`src/rtl/seq_mult_shift_add.sv`:
```
// Iterative shift-add multiplier: WIDTH x WIDTH -> 2*WIDTH product.
// Each clock adds one partial product and shifts right. Signed operands are
// reduced to magnitudes on entry, and the sign is reapplied in a single FIX cycle.
module seq_mult_shift_add #(
    parameter int WIDTH = 32
) (
    input  logic             CLK,
    input  logic             RST,
    input  logic             START,
    input  logic             SGN,
    input  logic [WIDTH-1:0] A,
    input  logic [WIDTH-1:0] B,
    output logic [WIDTH-1:0] HI,
    output logic [WIDTH-1:0] LO,
    output logic             BUSY,
    output logic             DONE
);

    localparam int CW = $clog2(WIDTH) + 1;

    typedef enum logic [1:0] {
        S_IDLE,
        S_BUSY,
        S_FIX,
        S_DONE
    } state_t;

    state_t             state_q, state_d;
    logic [CW-1:0]      count_q, count_d;
    logic [WIDTH-1:0]   mc_q, mc_d;
    logic [WIDTH:0]     acc_q, acc_d;
    logic [WIDTH-1:0]   mq_q, mq_d;
    logic               neg_q, neg_d;
    logic [WIDTH-1:0]   hi_q, hi_d;
    logic [WIDTH-1:0]   lo_q, lo_d;

    logic [WIDTH-1:0]   a_mag;
    logic [WIDTH-1:0]   b_mag;
    logic [WIDTH:0]     sum;
    logic [2*WIDTH:0]   shifted;
    logic [2*WIDTH-1:0] prod_raw;
    logic [2*WIDTH-1:0] prod;

    // Next-state, iteration datapath and result formation
    always_comb begin
        state_d = state_q;
        count_d = count_q;
        mc_d    = mc_q;
        acc_d   = acc_q;
        mq_d    = mq_q;
        neg_d   = neg_q;
        hi_d    = hi_q;
        lo_d    = lo_q;

        a_mag    = (SGN && A[WIDTH-1]) ? -A : A;
        b_mag    = (SGN && B[WIDTH-1]) ? -B : B;
        sum      = mq_q[0] ? (acc_q + {1'b0, mc_q}) : acc_q;
        shifted  = {sum, mq_q} >> 1;
        prod_raw = {acc_q[WIDTH-1:0], mq_q};
        prod     = neg_q ? -prod_raw : prod_raw;

        case (state_q)
            S_IDLE, S_DONE: begin
                if (START) begin
                    mc_d    = a_mag;
                    acc_d   = '0;
                    mq_d    = b_mag;
                    neg_d   = SGN & (A[WIDTH-1] ^ B[WIDTH-1]);
                    count_d = '0;
                    state_d = S_BUSY;
                end else begin
                    state_d = S_IDLE;
                end
            end
            S_BUSY: begin
                acc_d   = shifted[2*WIDTH:WIDTH];
                mq_d    = shifted[WIDTH-1:0];
                count_d = count_q + CW'(1);
                if (count_q == CW'(WIDTH - 1)) begin
                    state_d = S_FIX;
                end
            end
            S_FIX: begin
                hi_d    = prod[2*WIDTH-1:WIDTH];
                lo_d    = prod[WIDTH-1:0];
                state_d = S_DONE;
            end
            default: begin
                state_d = S_IDLE;
            end
        endcase
    end

    // State and datapath registers with synchronous reset
    always_ff @(posedge CLK) begin
        if (RST) begin
            state_q <= S_IDLE;
            count_q <= '0;
            mc_q    <= '0;
            acc_q   <= '0;
            mq_q    <= '0;
            neg_q   <= 1'b0;
            hi_q    <= '0;
            lo_q    <= '0;
        end else begin
            state_q <= state_d;
            count_q <= count_d;
            mc_q    <= mc_d;
            acc_q   <= acc_d;
            mq_q    <= mq_d;
            neg_q   <= neg_d;
            hi_q    <= hi_d;
            lo_q    <= lo_d;
        end
    end

    assign HI   = hi_q;
    assign LO   = lo_q;
    assign BUSY = (state_q == S_BUSY);
    assign DONE = (state_q == S_DONE);

endmodule

```
`config.mk`:
```
export PLATFORM = sky130hd
export DESIGN_NAME = seq_mult_shift_add
export DESIGN_NICKNAME = d
export VERILOG_FILES = /design/src/rtl/seq_mult_shift_add.sv
export SDC_FILE = /design/constraint.sdc
export NUM_CORES = 1
export LEC_CHECK = 0
export CAP_MARGIN = 10
export CORE_ASPECT_RATIO = 1.25
export CORE_UTILIZATION = 60
export CTS_BUF_LIST = sky130_fd_sc_hd__clkbuf_8 sky130_fd_sc_hd__clkbuf_16
export DETAILED_ROUTE_END_ITERATION = 10
export GPL_TIMING_DRIVEN = 0
export PLACE_DENSITY = 0.84
export SLEW_MARGIN = 25
export SYNTH_ARGS = -nofsm -noshare
export SYNTH_HDL_FRONTEND = slang
export SYNTH_SLANG_ARGS = --single-unit
```
`constraint.sdc`:
```
create_clock -name CLK -period 7.25 [get_ports CLK]
set_clock_uncertainty 0.1 [all_clocks]
set_input_delay 2.175 -clock CLK [delete_from_list [all_inputs] [get_ports CLK]]
set_output_delay 2.175 -clock CLK [all_outputs]
set_load 0.005 [all_outputs]
```
==> impl_results.md, run 1 <==
- Synth Register Bits: between 150 and 200
- Clk_lat worst skew: between 0.4 and 0.5 ns
- Largest net degree at the start of global routing: 18
- Pleak: 0.00480 uW
- Die Ht: ~150 um
- Crit. End Element: register
- Fin Setup TNS: 0 ns
- Area taken by multi-input logic gates: ~7000 um^2
- VDD IR max: ~0.00021 V
- # DRC: 0
- Fill cells: between 1,000 and 1,500
- Critical Path Max Stage Delay: a little under 0.8 ns
- R2R cell count: 11
- YS warnings: 0
- Maximum clock rate: ~190 MHz
- Non-filler cells, final: ~1,800
- Hold Path Sink: HI[23]
- Most used DFF post-synth: dfxtp_1
- I/O Pins: between 100 and 150
- Max Root-Sink Buffers: 2
- CORE AREA: 17,600 um^2
- Post-CTS resize count: 0
- First-pass GRT wire length: 57,000 um
- Routed WL: between 30,000 and 40,000 um
- Reg2reg setup slack: roughly 3.5 ns
- Status: finished clean
- Register area share after synthesis: between 30% and 40%
- Slowest cell on the critical path: nor4b_1
- Tcrit/Tclk final: 70.8%
- Slew headroom: between 30% and 40%
- Min-delay src: HI[23]
- Cts bufs inserted: 17
- Area of the mapped netlist: about 11,000 um^2
- Clock Sinks: between 150 and 200
- Final Max Slew Viols: 0
- Asr flop ratio synth: 0%
- Pwr Density: 303 nW/um^2
- Vias in the first global route: about 11,000
- Reg2reg start: state_q[1]
- Port bufs: ~130
- H-tree Lvls: 4
- ANT nets after route: 0
- CTS tree: done
- CP arrival: around 5.4 ns
- Synth-to-Final Area Change: 20.2%
- Tightest Pin Transition: 0.939 ns
- Endpoints failing setup: 0
- Max-cap viol count: 0
- Worst setup path startpoint: B[4]
- Min cycle time layout: a little over 5 ns
- CTS root buffer: clkbuf_16
- Post-Syn Instances: between 1,000 and 1,500
- TritonRoute pass-1 iters: 7
- Number of synthesized flops with an enable pin: 0
- Yosys top cell area share: between 30% and 40%
- Top cells by area, synth: dfxtp_1, xor2_1, nand2_1
- Largest fanout on the critical path: 8
- HPWL Detailed: approximately 28,000 um
- Dpl ws: about 1.8 ns
- Via density: ~6.6
- Crit path required time: roughly 7.5 ns
- Cells after DPL: between 1,500 and 2,000
- Synthesized Nets: 1,492
- Hold slack: 0.355 ns
- Synth area leader: dfxtp_1
- Hold Path Class: register to register
- CTS clk-pin slew, worst paths: ~0.07 ns
- Register area: 3380 um^2
- Detailed-route wire length per cell: between 20 and 25 um
- Die Area: roughly 19,000 um^2
- Initial antenna violation count: 1
- Number of post-CTS setup repair buffers: 0
- CP Launch Type: primary input
- Vias post-DR: 11,638
- Initial DRC count: around 1,200
- Final GP Congestion: around 0.99
- Hold Crit Depth: 2
- Crit-path most repeated cell: or4_1
- FP Rows: between 50 and 60
- RSZ-0062 raised after global routing: false
- Final Net Count: 1,644
- Die X: between 100 and 150 um
- Post-synth cell types: 75
- Initial Util: 61.5%
- Crit Reg-Reg Endpoint: acc_q[24]
- Final hold viol count: 0
- Crit path kind: primary input to register
- Mean Syn Cell Area: 7.81 um^2
- Worst setup margin: 2.12 ns
- Gr usage total: 39.5%
- GRT overflow: 0
- Placed Area: 12,400 um^2
- CP Cell Sequence: clkdlybuf4s50_1, or4_1, or4_1, clkbuf_1, nor4b_1, a21oi_1, xnor2_1, a221oi_1
- Cts hold-fix bufs: 0
- Final Cell Area: about 13,000 um^2
- Ratio of cells with drive above 1 in the final layout: under 10%
==> kinds of logic (layout without fill, tap and decap cells) <==
kind of cell | after synthesis | in the layout | synth area share [%]
multiplexers | 16 | 16 | 1.49
XOR/XNOR | 130 | 130 | 10.5
adder cells (fa/ha/maj) | 40 | 40 | 4.70
flip-flops | 169 | 169 | 31.3
buffers and inverters | 115 | 280 | 4.02
other | 0 | 1 | 0
AO/OA/AOI/OAI | 430 | 430 | 26.5
AND/OR/NAND/NOR | 484 | 484 | 21.5
==> how the worst max path moves through the flow <==
stage	slack, ns	endpoint	depth (start not counted)
final	2.12	mq_q[26]	8
after global routing	1.94	mq_q[28]	8
after CTS	2.20	mq_q[30]	8
after detailed placement	1.75	mq_q[30]	8
after global placement	1.82	mq_q[30]	8
after floorplan	2.73	mq_q[26]	7
==> layer usage <==
layer	share of wire (%)	up-vias	GRT usage, %
met3	8.5	189	7.85
li1	-	5395	-
met2	48	688	66.1
met4	7.7	0	29.6
met5	0	-	0
met1	35	5366	43.4
==> power breakdown <==
group	switching [uW]	internal, uW	total (uW)	leakage, uW
Combinational	1070	637	1710	0.00315
Clock	428	463	891	0.000275
Sequential	210	1130	1340	0.00138
Total	1710	2230	3940	0.00480
==> state kept, by name, indices dropped and copies added (netlist names) <==
name     cells
HI          32
state_q      2
LO          32
neg_q        1
count_q      6
mc_q        32
acc_q       32
mq_q        32
==> critical path, delay by kind of cell <==
family	cells	cell delay, ns
simple gates	3	1.82
buf+inv	2	0.68
xor+xnor	1	0.21
compound gates	2	0.49
==> final cells by class <==
| cell class | instances | area share, % |
|---|---|---|
| Clock inverter | 14 | 0.982 |
| Sequential cell | 169 | 26.0 |
| Buffer | 84 | 2.45 |
| Inverter | 31 | 0.895 |
| Clock buffer | 18 | 3.38 |
| Antenna cell | 1 | 0.0193 |
| Timing Repair Buffer | 133 | 10.2 |
| Tap cell | 224 | 2.16 |
| Multi-Input combinational cell | 1100 | 53.9 |
==> stage by stage <==
stage	utilization [%]	power, uW
after floorplan	-	2370
after global placement	70.7	2960
after detailed placement	70.7	3000
after CTS	74.0	3890
after global routing	74.0	4150
final	74.0	3940
==> synth_stat cells, drive strengths merged (7+ instances only) <==
cell type	instances
clkbuf	78
o211ai	13
xnor2	47
nor2	137
o21ai	100
and2	8
o41ai	18
dfxtp	169
xor2	83
a22oi	17
o21a	9
a31oi	21
nand2	165
or2	8
o31ai	22
nand4	12
and3	13
inv	30
a21oi	85
a221oi	11
o22ai	9
nand3	28
ha	39
mux2i	15
nor4	18
a21o	22
a211oi	59
or4	19
nor3	33
or3	20
nand2b	7
==> layout by cell type, fill, tap and decap left out, types with 39 or more instances in the layout <==
cell type        Yosys  layout
a211oi_1            59      59
a21oi_1             85      85
clkbuf_1            78      78
clkdlybuf4s50_1      0     133
dfxtp_1            169     169
ha_1                39      39
nand2_1            165     165
nor2_1             137     137
o21ai_0             95      95
xnor2_1             47      47
xor2_1              83      83
Power figures use the tool's default switching activity.
==> run 2, diff against run 1 <==
CORE_UTILIZATION = 51   (was 60)
PLACE_DENSITY = 0.76   (was 0.84)
clock period = 4.45 ns   (was 7.25 ns; I/O delays follow)
==> run 2 against run 1 <==
Effect of this change: global-route usage fell by 6.3 points; sequential power rose by 62%; cell count rose by 2.8%; core utilization fell by 11 points; total power rose by 64%; combinational power rose by 62%; sequential cell count did not move; cell area rose by 0.63%; clock power rose by 72%; worst setup slack got worse by 1.8 ns; critical path depth rose by 1; highest routed layer unchanged.
==> impl_results.md, run 2 (same netlist as run 1, synthesis figures left out) <==
- Cts hold-fix bufs: 0 (unchanged)
- Ratio of cells with drive above 1 in the final layout: 3.94% (-0.13 points)
- Pleak: 0.00481 uW (about the same)
- CORE AREA: 20,800 um^2 (+19%)
- # DRC: 0 (unchanged)
- Final GP Congestion: 1.01 (+1.7%)
- Largest fanout on the critical path: 10 (+2)
- ANT nets after route: 0 (unchanged)
- Cts bufs inserted: 17 (unchanged)
- Initial antenna violation count: 1 (unchanged)
- RSZ-0062 raised after global routing: false
- Crit path required time: 4.72 ns (-2.77 ns)
- CP Cell Sequence: clkdlybuf4s50_1, nand2_1, o21ai_1, nand2_1, nor2_1, clkbuf_1, clkbuf_1, a222oi_1, nor2_1
- Crit path kind: primary input to register
- Tcrit/Tclk final: ~93%
- Min-delay src: HI[31]
- Clk_lat worst skew: 0.44 ns (about the same)
- Crit. End Element: register
- Most common cell after layout, fill and taps aside: dfxtp_1
- HPWL Detailed: 28,600 um (+0.57%)
- Clock Sinks: 169 (unchanged)
- Final Cell Area: 13,100 um^2 (+0.63%)
- Initial DRC count: 1,010 (-16%)
- Hold Crit Depth: 2 (unchanged)
- Vias in the first global route: 10,675 (-3.2%)
- TritonRoute pass-1 iters: 6 (-1)
- Min cycle time layout: 4.14 ns
- FP Rows: 59 (+9.3%)
- Reg2reg setup slack: 0.65 ns (-2.87 ns)
- Placed Area: 12,500 um^2 (+0.46%)
- Core Util, Final: 62.8% (-11 points)
- Critical Path Max Stage Delay: 0.51 ns (-0.28 ns)
- CTS clk-pin slew, worst paths: 0.07 ns (about the same)
- Final Max Slew Viols: 0 (unchanged)
- Final hold viol count: 0 (unchanged)
- Die X: 132 um (+8.3%)
- Hold Path Sink: HI[31]
- Endpoints failing setup: 0 (unchanged)
- Hold Path Class: register to register
- GRT overflow: 0 (unchanged)
- Initial Util: 51.9% (-9.6 points)
- Maximum clock rate: around 240 MHz
- I/O Pins: 134 (unchanged)
- Crit Reg-Reg Endpoint: acc_q[6]
- Slowest cell on the critical path: o21ai_1
- First-pass GRT wire length: 56,300 um (-1.1%)
- Detailed-route wire length per cell: 19.9 um (-3.6%)
- Gr usage total: 33.2% (-6.3 points)
- Synth-to-Final Area Change: 21.0%
- Max Root-Sink Buffers: 2 (unchanged)
- Number of post-CTS setup repair buffers: 0 (unchanged)
- CP arrival: 4.41 ns (-0.96 ns)
- Slew headroom: 26.8% (-10 points)
- Pwr Density: 495 nW/um^2 (+63%)
- Final Net Count: 1,644 (unchanged)
- VDD IR max: 0.000340 V (+60%)
- Most frequent cells in the layout: dfxtp_1, nand2_1, nor2_1
- CP Launch Type: primary input
- Hold slack: 0.352 ns (-0.00331 ns)
- R2R cell count: 11 (unchanged)
- Tightest Pin Transition: 1.09 ns (+0.150 ns)
- Post-CTS resize count: 0 (unchanged)
- Max-cap viol count: 0 (unchanged)
- Routed WL: 36,200 um (-0.86%)
- Reg2reg start: state_q[1]
- Vias post-DR: 11,321 (-2.7%)
- Die Area: 21,800 um^2 (+17%)
- H-tree Lvls: 4 (unchanged)
- CTS root buffer: clkbuf_16
- Via density: 6.21 (-5.4%)
- Status: finished clean
- Port bufs: 133 (unchanged)
- Largest net degree at the start of global routing: 17 (-1)
- CTS tree: done
- Die Ht: 165 um (+8.4%)
==> run 2: how the worst max path moves through the flow <==
stage	start	end	slack, ns	depth (start not counted)
floorplan	B[4]	mq_q[26]	0.77	7
global placement	B[4]	mq_q[28]	-0.01	8
detailed placement	START	acc_q[27]	-0.01	9
CTS	START	acc_q[27]	0.44	9
global route	B[2]	mq_q[26]	0.21	8
finish	START	acc_q[6]	0.31	9
==> run 2: critical path, delay by kind of cell <==
kind,cells,cell delay (ns)
AOI/OAI and AO/OA,2,0.67
buffers and inverters,3,1.41
and+or+nand+nor,4,1.00
==> run 2: final cells by class <==
| cell class | count | area [um^2] |
|---|---|---|
| Fill cell | 1950 | 7740 |
| Multi-Input combinational cell | 1100 | 6990 |
| Sequential cell | 169 | 3380 |
| Timing Repair Buffer | 133 | 1330 |
| Clock buffer | 17 | 425 |
| Tap cell | 274 | 343 |
| Buffer | 84 | 318 |
| Clock inverter | 15 | 165 |
| Inverter | 31 | 116 |
| Antenna cell | 1 | 2.50 |
==> run 2: power by group <==
group | switching (uW) | internal [uW]
clock network | 686 | 839
registers | 334 | 1840
logic | 1740 | 1040
total | 2760 | 3720
==> run 2: layer usage <==
layer  vias to the layer above  GRT usage, %  routed length, um
met2                       547          58.5              17700
li1                       5407             -                  -
met4                         0          21.6               2220
met5                         -             0                  0
met3                       131          5.40               2270
met1                      5236          37.2              14100
==> run 2: metrics by stage <==
step | TNS, ns | setup slack [ns] | instances | power (uW)
global route | 0 | 0.208 | 1824 | 6820
global placement | -0.00961 | -0.00961 | 1791 | 4860
finish | 0 | 0.306 | 1824 | 6470
CTS | 0 | 0.440 | 1823 | 6400
detailed placement | -0.0209 | -0.0148 | 1791 | 4900
floorplan | 0 | 0.768 | 1384 | 3850
==> run 3, diff against run 2 <==
CORE_UTILIZATION = 59   (was 51)
DONT_BUFFER_PORTS = 1   (was not set)
PLACE_DENSITY = 0.77   (was 0.76)
==> run 3 against run 2 <==
Effect of this change: via count decreased by 2.7%; cell area decreased by 10%; cell count decreased by 9.9%; clock power increased by 9%; critical endpoint is now acc_q[27].
==> impl_results.md, run 3 (same netlist as run 1, synthesis figures left out) <==
- Status: finished clean
- GRT overflow: 0 (unchanged)
- Final Max Slew Viols: 0 (unchanged)
- Top Layer Used: met4
- Post-CTS resize count: 0 (unchanged)
- I/O Pins: 134 (unchanged)
- Largest fanout on the critical path: 10 (unchanged)
- WL met1: 12,900 um (-7.9%)
- Critical Path Max Stage Delay: 0.72 ns (+0.21 ns)
- Clk_lat worst skew: 0.44 ns (about the same)
- Crit. End Element: register
- # DRC: 0 (unchanged)
- Die X: 123 um (-6.9%)
- Max Root-Sink Buffers: 2 (unchanged)
- Slew headroom: 24.1% (-2.8 points)
- Vias in the first global route: 10,592 (-0.78%)
- Most frequent cells in the layout: dfxtp_1, nand2_1, nor2_1
- Clock Sinks: 169 (unchanged)
- Family with the most delay on the worst path: buffers and inverters
- Vias post-DR: 11,020 (-2.7%)
- Routed WL: 35,500 um (-2.1%)
- Hold Path Class: register to register
- Crit-path most repeated cell: clkbuf_1
- Die Area: 18,900 um^2 (-13%)
- Pwr Density: 538 nW/um^2 (+8.7%)
- CTS root buffer: clkbuf_16
- Final hold viol count: 0 (unchanged)
- First-pass GRT wire length: 54,400 um (-3.4%)
- Most common cell after layout, fill and taps aside: dfxtp_1
- Initial antenna violation count: 0 (-1)
- Port bufs: 0 (-100%)
- Via density: 6.71 (+8.1%)
- Final Net Count: 1,511 (-8.1%)
- TritonRoute pass-1 iters: 6 (unchanged)
- RSZ-0062 raised after global routing: false
- Fin Setup TNS: 0 ns (unchanged)
- Cells after DPL: 1,612 (-10%)
- Die Ht: 153 um (-6.9%)
- VDD IR max: 0.000320 V (-5.7%)
- WL met2: 16,800 um (-4.9%)
- Crit path kind: register to register
- Buf/Inv on CP: 5 (+2)
- Tightest Pin Transition: 1.13 ns (+0.0410 ns)
- Number of diodes: 0 (-1)
- Largest net degree at the start of global routing: 17 (unchanged)
- Detailed-route wire length per cell: 21.6 um (+8.7%)
- Gr usage total: 37.7% (+4.6 points)
- Crit path required time: 4.70 ns (-0.02 ns)
- Synth-to-Final Area Change: 8.62%
- Final GP Congestion: 0.998 (-0.86%)
- Ratio of cells with drive above 1 in the final layout: 4.24% (+0.30 points)
- Maximum clock rate: 261 MHz (+8.1%)
- CP Launch Type: register
- Pleak: 0.00435 uW (-9.5%)
- Initial DRC count: 1,066 (+5.5%)
- Cts bufs inserted: 17 (unchanged)
- H-tree Lvls: 4 (unchanged)
- Routed wl met3: 2660 um (+17%)
- CTS tree: done
- CP Cell Sequence: inv_1, ha_1, clkbuf_1, inv_1, o21ai_1, nand2_1, nor2_1, clkbuf_1, clkbuf_1, a22oi_1, o32ai_1
- CORE AREA: 18,000 um^2 (-13%)
- Non-filler cells, final: 1,643 (-9.9%)
- Min cycle time layout: 3.83 ns (-0.311 ns)
- CP arrival: 4.08 ns (-0.33 ns)
- Number of post-CTS setup repair buffers: 0 (unchanged)
- FP Rows: 55 (-6.8%)
- Endpoints failing setup: 0 (unchanged)
- Cts hold-fix bufs: 0 (unchanged)
- ANT nets after route: 0 (unchanged)
- Max-cap viol count: 0 (unchanged)
- Initial Util: 60.0% (+8.0 points)
- HPWL Detailed: 27,600 um (-3.6%)
- Tcrit/Tclk final: 86.1% (-7.0 points)
- CTS clk-pin slew, worst paths: 0.07 ns (about the same)
- Slowest cell on the critical path: o21ai_1
run 3: cell type report:
class | instances | area (um^2)
inverter | 31 | 116
buffer | 84 | 318
sequential | 169 | 3380
multi-input combinational | 1100 | 6990
fill | 1676 | 6290
clock inverter | 14 | 221
clock buffer | 17 | 425
tap | 228 | 285
run 3: tightest hold or removal path, cell delays in order, from the launching register on:
cell and delay, ns:
dfxtp_1 0.32, nand2_1 0.05, a21oi_1 0.06
run 3: report_power, final:
group | switching, uW | internal [uW]
Sequential | 403 | 1840
Combinational | 1630 | 778
Clock | 670 | 1000
run 3: per-layer routing:
metal	global-route usage (%)	up-vias
met3	8.06	207
li1	-	5121
met1	39.6	5077
met5	0	-
met4	29.0	0
met2	64.6	615
run 3: stage by stage:
step	util [%]	worst slack [ns]	power [uW]	instance area, um^2	hold slack [ns]
5_1_grt	65.1	0.356	6630	11700	0.392
3_3_place_gp	61.5	0.486	4550	11100	0.344
4_1_cts	65.1	0.741	6240	11700	0.369
2_1_floorplan	-	0.768	3850	10800	0.332
6_report	65.1	0.618	6320	11700	0.369
3_5_place_dp	61.5	0.424	4610	11100	0.358
run 3: path summary, 6_finish.rpt:
check                           startpoint   endpoint  slack [ns]  cells after the start
worst min register to register     mc_q[0]    mc_q[0]        0.37                      2
worst max register to register  state_q[1]  acc_q[27]        0.62                     11
worst min-delay path               mc_q[0]    mc_q[0]        0.37                      2
worst max-delay path            state_q[1]  acc_q[27]        0.62                     11
